**src/rtl/button_conditioner.sv**
```systemverilog
// Push-button front end: synchronize, debounce and edge-detect start/stop/incre.
// Macro BTN_AUTOREPEAT_EN adds auto-repeat pulses on incre while it is held.
//
// Ports:
//   clk                              rising-edge clock
//   rst                              synchronous reset, active low
//   start_btn, stop_btn, incre_btn   raw asynchronous button levels
//   start_lvl, stop_lvl, incre_lvl   debounced levels
//   start_pulse, stop_pulse,
//   incre_pulse                      one-cycle press strobes
module button_conditioner #(
  parameter int DB_CYCLES    = 20,
  parameter int REPEAT_DELAY = 500,
  parameter int REPEAT_RATE  = 100
) (
  input  logic clk,
  input  logic rst,
  input  logic start_btn,
  input  logic stop_btn,
  input  logic incre_btn,
  output logic start_lvl,
  output logic stop_lvl,
  output logic incre_lvl,
  output logic start_pulse,
  output logic stop_pulse,
  output logic incre_pulse
);

  localparam int CW = (DB_CYCLES > 1) ? $clog2(DB_CYCLES) : 1;
  localparam logic [CW-1:0] CNT_MAX = CW'(DB_CYCLES - 1);

  // Channel index: 0 start, 1 stop, 2 incre
  logic [2:0]    btn_raw;
  logic [2:0]    meta;
  logic [2:0]    sync;
  logic [2:0]    lvl;
  logic [2:0]    settle;
  logic [2:0]    rise;
  logic [CW-1:0] cnt [3];
  logic          rpt_fire;

  assign btn_raw = {incre_btn, stop_btn, start_btn};

  // settle: this edge commits the synchronized value to the level
  always_comb begin
    settle = '0;
    rise   = '0;
    for (int i = 0; i < 3; i++) begin
      settle[i] = (sync[i] != lvl[i]) && (cnt[i] == CNT_MAX);
      rise[i]   = settle[i] && sync[i];
    end
  end

  always_ff @(posedge clk) begin
    if (!rst) begin
      meta <= '0;
      sync <= '0;
      lvl  <= '0;
      for (int i = 0; i < 3; i++) cnt[i] <= '0;
    end else begin
      meta <= btn_raw;
      sync <= meta;
      for (int i = 0; i < 3; i++) begin
        if (sync[i] == lvl[i]) begin
          cnt[i] <= '0;
        end else if (settle[i]) begin
          lvl[i] <= sync[i];
          cnt[i] <= '0;
        end else if (cnt[i] != CNT_MAX) begin
          cnt[i] <= cnt[i] + CW'(1);
        end
      end
    end
  end

  // A simultaneous start+stop press resolves to stop
  always_ff @(posedge clk) begin
    if (!rst) begin
      start_pulse <= 1'b0;
      stop_pulse  <= 1'b0;
      incre_pulse <= 1'b0;
    end else begin
      start_pulse <= rise[0] & ~rise[1];
      stop_pulse  <= rise[1];
      incre_pulse <= rise[2] | rpt_fire;
    end
  end

  assign start_lvl = lvl[0];
  assign stop_lvl  = lvl[1];
  assign incre_lvl = lvl[2];

`ifdef BTN_AUTOREPEAT_EN
  localparam int RMAX = (REPEAT_DELAY > REPEAT_RATE) ?
                        REPEAT_DELAY : REPEAT_RATE;
  localparam int RW   = $clog2(RMAX + 1);

  typedef enum logic [1:0] {
    RPT_IDLE,
    RPT_DELAY,
    RPT_RATE
  } rpt_state_t;

  rpt_state_t    rpt_state;
  rpt_state_t    rpt_state_nxt;
  logic [RW-1:0] rpt_cnt;
  logic [RW-1:0] rpt_cnt_nxt;
  logic          incre_fall;

  assign incre_fall = settle[2] & ~sync[2];

  always_ff @(posedge clk) begin
    if (!rst) begin
      rpt_state <= RPT_IDLE;
      rpt_cnt   <= '0;
    end else begin
      rpt_state <= rpt_state_nxt;
      rpt_cnt   <= rpt_cnt_nxt;
    end
  end

  // rpt_cnt counts edges since the press (DELAY) or last repeat (RATE)
  always_comb begin
    rpt_state_nxt = rpt_state;
    rpt_cnt_nxt   = rpt_cnt;
    rpt_fire      = 1'b0;
    if (rise[2]) begin
      rpt_state_nxt = RPT_DELAY;
      rpt_cnt_nxt   = '0;
    end else if (!lvl[2] || incre_fall) begin
      rpt_state_nxt = RPT_IDLE;
      rpt_cnt_nxt   = '0;
    end else begin
      unique case (rpt_state)
        RPT_DELAY: begin
          if (rpt_cnt == RW'(REPEAT_DELAY - 1)) begin
            rpt_fire      = 1'b1;
            rpt_state_nxt = RPT_RATE;
            rpt_cnt_nxt   = '0;
          end else begin
            rpt_cnt_nxt = rpt_cnt + RW'(1);
          end
        end
        RPT_RATE: begin
          if (rpt_cnt == RW'(REPEAT_RATE - 1)) begin
            rpt_fire    = 1'b1;
            rpt_cnt_nxt = '0;
          end else begin
            rpt_cnt_nxt = rpt_cnt + RW'(1);
          end
        end
        default: begin
          rpt_state_nxt = RPT_IDLE;
          rpt_cnt_nxt   = '0;
        end
      endcase
    end
  end
`else
  assign rpt_fire = 1'b0;
`endif

endmodule

```
**config.mk**
```make
export PLATFORM = sky130hd
export DESIGN_NAME = button_conditioner
export DESIGN_NICKNAME = d
export VERILOG_FILES = /design/src/rtl/button_conditioner.sv
export SDC_FILE = /design/constraint.sdc
export NUM_CORES = 1
export LEC_CHECK = 0
export ABC_CLOCK_PERIOD_IN_PS = 1700
export BUFFER_PORTS_ARGS = -buffer_cell sky130_fd_sc_hd__clkbuf_2
export CORE_ASPECT_RATIO = 1.25
export CORE_MARGIN = 1
export CORE_UTILIZATION = 50
export CTS_BUF_LIST = sky130_fd_sc_hd__clkbuf_2
export DETAILED_ROUTE_END_ITERATION = 10
export PLACE_DENSITY = 0.69
export SETUP_SLACK_MARGIN = 0.02
export SYNTH_ARGS = -nofsm -noshare
export SYNTH_HDL_FRONTEND = slang
export SYNTH_SLANG_ARGS = --single-unit
```
**constraint.sdc**
```tcl
create_clock -name clk -period 1.7 [get_ports clk]
set_input_delay 0.085 -clock clk [delete_from_list [all_inputs] [get_ports clk]]
set_output_delay 0.085 -clock clk [all_outputs]
set_load 0.005 [all_outputs]
```
Word-level counts from Yosys, hierarchy flattened
Memory sizes are Yosys's and may differ from the RTL's. Cells that the tools add are included.

Add/sub/neg operators: 3. Multiply operators: 0. Div/mod/pow operators: 0. $lt $le $gt $ge: 0. Equal/unequal tests: 12. Shift-type cells: 0. Muxes and demuxes: 46. Bitwise operators: 14. Reductions and logical operators: 9.

Operators by type and width (count): $mux W5 (9); $mux W1 (37); $add A5 B1 Y5 const B (3); $eq A5 B5 Y1 const B (3); $ne A5 B5 Y1 const B (3); $or A1 B1 Y1 (9); $logic_and A1 B1 Y1 (6); $reduce_and A2 Y1 (3); $not A1 Y1 (4); $eq A1 B1 Y1 (3); $ne A1 B1 Y1 (3); $and A1 B1 Y1 (1).

Register bits after elaboration: 12. Bits in latches: 0. Memory bits (writable): 15. Bits in read-only memories: 0. Output and inout port bits: 6. Logic and storage cells: 93. Memories: 1.

Memories: cnt (words 3, width 5, rd ports 3, clocked after memory_dff 0, wr ports 3, line 39) `logic [CW-1:0] cnt [3];`.

Logic depth before layout (Yosys ltp)
An unclocked memory read counts as a cell.

Depth in word-level cells: 9. Mapped depth: 4.

Worst setup path before layout
OpenSTA, ideal clock, no wires.

Path kind: register -> register. From: mem cnt[0][0] (netlist bit). To: reg start_pulse. Data arrival time: 1.108 ns. Data required time: 1.627 ns. Path slack: 0.519 ns. Stages on the path, launching flop included: 5. Path buffers: 0. Cells stage by stage: edfxtp_1 > ha_1 > nand4bb_4 > or2_4 > nor3_2.

RTL lines: start: declaration (line 39); end signal: assignment (line 83) `start_pulse <= rise[0] & ~rise[1];`; end: declaration (line 24) `output logic start_pulse,`.

==> out/qor.csv <==
stage,metric,value,unit
run_status,status,"finished, final reports clean",
floorplan,io_pins,11,
logic_synthesis,yosysWarningCount,0,
worst_setup_path,r2r-start,cnt[0][0],
place,port-buffer-count,10,
logic_synthesis,synthArstFlopShare,0,
floorplan,die_x,46.2,um
clocking,path_clk_slew,240,ps
power,power_density,743,mW/mm2
place,hpwl,1350,um
logic_synthesis,yosys.area_share.adder,0.0307,
worst_setup_path,worstSetupStartpoint,cnt[0][0],
clocking,cts_resized,0,
flow_run,maxCapViolations,0,
logic_synthesis,ys_ff_latch,27,
finish,final_cells,167,
global_routing,grt_max_degree,17,
global_routing,grt_usage,0.160,
sta,hold_violations,0,
power,power_frac_seq,0.700,
logic_synthesis,syn_area_per_cell,11.5,um2
logic_synthesis,synthTopCellsByArea,"edfxtp_1 (37%), dfxtp_1 (20%), nand4bb_4 (4.5%)",
sta,finalClockSkew,7.67,ps
logic_synthesis,yosysMostFrequentCell,edfxtp_1,
place,globalplace.congestion,0.773,
logic_synthesis,synth_top_area_frac,0.368,
power,p_int,810,uW
clocking,clk_path_buf_depth,2,
worst_setup_path,rrSetupSlack,380,ps
sta,min_period_over_period,0.777,
route,first_iter_violations,23,
finish,multi_input_area,551,um2
worst_setup_path,critPathMaxFanout,4,
floorplan,die_y,57.3,um
min_path,hold_start,rst,
min_path,holdCritPathClass,input pin to flip-flop,
worst_setup_path,crit_path_end_kind,flip-flop,
clocking,cts_inserted_buffers,3,
finish,final.fill_count,188,
worst_setup_path,arrival,1630,ps
global_routing,grt_pass1_vias,762,
clocking,cts_tree,built,
floorplan,num_rows,19,
finish,layout-drive-gt1-share,0.140,
logic_synthesis,synth-edff-count,15,
global_routing,grt_pass1_wl,3040,um
clocking,htreeDepth,1,
logic_synthesis,synth_ff_type,edfxtp_1,
worst_setup_path,crit_required,2010,ps
worst_setup_path,worstSetupPathType,flip-flop to flip-flop,
finish,nets,145,
sta,rsz0062_at_grt,no,
sta,finalSetupTns,0,ps
clocking,numClockSinks,27,
finish,area_delta_synth_final,15.4,%
route,drt-total-wl,1860,um
logic_synthesis,synthSimpleGateAreaFrac,0.261,
worst_setup_path,r2r_cells,4,
logic_synthesis,synth_compound_area_frac,0.0399,
finish,insertedDiodeCount,0,
logic_synthesis,synth_xor_area_frac,0.0645,
power,peakVddDrop,0.000732,V
global_routing,grt-ovfl-total,0,
global_routing,antenna_found_initial,0,
logic_synthesis,synth_area_leader_cell,edfxtp_1,
route,vias,808,
sta,hold_ws,104,ps
worst_setup_path,rr_endpoint,start_pulse,
route,ant_nets,0,
route,viasPerCell,4.84,
min_path,hold_end,lvl[2],
route,wl_per_cell,11.1,um
sta,timing.fmax,757,MHz
logic_synthesis,ys_seq_area_frac,0.565,
logic_synthesis,synthesis.area,0.00122,mm2
sta,setup_viol,0,
power,p_leak,0.560,nW
route,drcViolationCount,0,
floorplan,initial_core_util,0.541,
clocking,cts_root_buffer,clkbuf_2,
finish,seq_area,691,um2
power,swShare,0.227,
floorplan,dieArea,0.00265,mm2
logic_synthesis,synth_top_family_by_area,simple AND/OR/NAND/NOR gates,
sta,drv_slew,0,
clocking,clock_latency,360,ps
min_path,hold_path_depth,2,
power,pwr-share-clk,0.235,
logic_synthesis,synthMuxAreaShare,0.00819,
sta,period_minus_slack,1320,ps
logic_synthesis,synthCells,106,
route,drtPass1Iterations,4,
logic_synthesis,yosysUniqueCellTypes,25,
worst_setup_path,start_kind,flip-flop,
place,dp.cells,160,
logic_synthesis,synth_common_cells,"edfxtp_1 (15), nor2_1 (13), dfxtp_1 (12)",
floorplan,core_region_area,0.00226,mm2
power,p_switching,238,uW
power,comb_power_share,0.065,
registers in the layout (all words and copies together) (netlist names):
signal       count
cnt             15
lvl              3
meta             3
sync             3
incre_pulse      1
start_pulse      1
stop_pulse       1
worst max-delay path: stages (launching register included):
cell	delay, ps
edfxtp_1	430
ha_1	300
nand4bb_4	140
or2_4	250
nor3_2	150
power groups by stage:
stage	sequential, mW	clock (mW)	combinational [mW]
after detailed placement	0.747	0	0.0618
after floorplan	0.741	0	0.0485
after global placement	0.745	0	0.0588
after global routing	0.737	0.265	0.0765
after CTS	0.733	0.251	0.0678
final	0.733	0.247	0.0682
metrics by stage:
stage,util,power [mW],cell area (um2),setup WS [ps]
final,0.624,1.05,1410,379
after global routing,0.624,1.08,1410,264
after CTS,0.624,1.05,1410,371
after detailed placement,0.602,0.808,1360,422
after global placement,0.602,0.803,1360,450
after floorplan,-,0.789,1270,519
how the worst max path moves through the flow:
stage,endpoint,cells past startpoint
finish,start_pulse,4
CTS,cnt[2][2],4
global placement,start_pulse,4
floorplan,start_pulse,4
global route,cnt[0][4],4
detailed placement,cnt[2][2],4
cell type report:
type | count | area share
Sequential cell | 27 | 0.490
Multi-Input combinational cell | 84 | 0.390
Timing Repair Buffer | 13 | 0.0568
Tap cell | 31 | 0.0275
Inverter | 8 | 0.0213
Clock buffer | 4 | 0.0142
cell families (layout without fill, tap and decap cells):
kind of cell / Yosys count / count (layout)
fa+ha+maj: 3 / 3
compound gates: 8 / 8
xor+xnor: 9 / 9
simple gates: 48 / 48
other cells: 1 / 15
flops: 27 / 27
mux: 1 / 1
buf+inv: 9 / 25
layer usage:
metal / vias to the layer above / GRT usage / share of wire
met3: 4 / 0.0190 / 0.022
met1: 384 / 0.178 / 0.43
met4: 0 / 0.0882 / 0.019
li1: 407 / - / -
met5: - / 0 / 0
met2: 13 / 0.282 / 0.52
cell usage in the layout, fill, tap and decap left out, types with 3 or more instances in the layout:
cell / instances
o21ai_0: 3
nand2_1: 5
ha_1: 3
dlygate4sd3_1: 3
conb_1: 15
nand3_1: 6
a31oi_1: 3
nand3b_1: 3
dfxtp_1: 12
nand4b_1: 3
nor2_1: 13
xnor2_1: 3
and2_1: 7
inv_1: 8
nor2b_1: 4
xor2_1: 6
clkbuf_2: 14
edfxtp_1: 15
repair_timing:
item                      4_1_cts  5_1_grt
hold endpoints to repair        3        0
buffers inserted                0        0
hold buffers                    3        0
(Power assumes the default switching activity.)
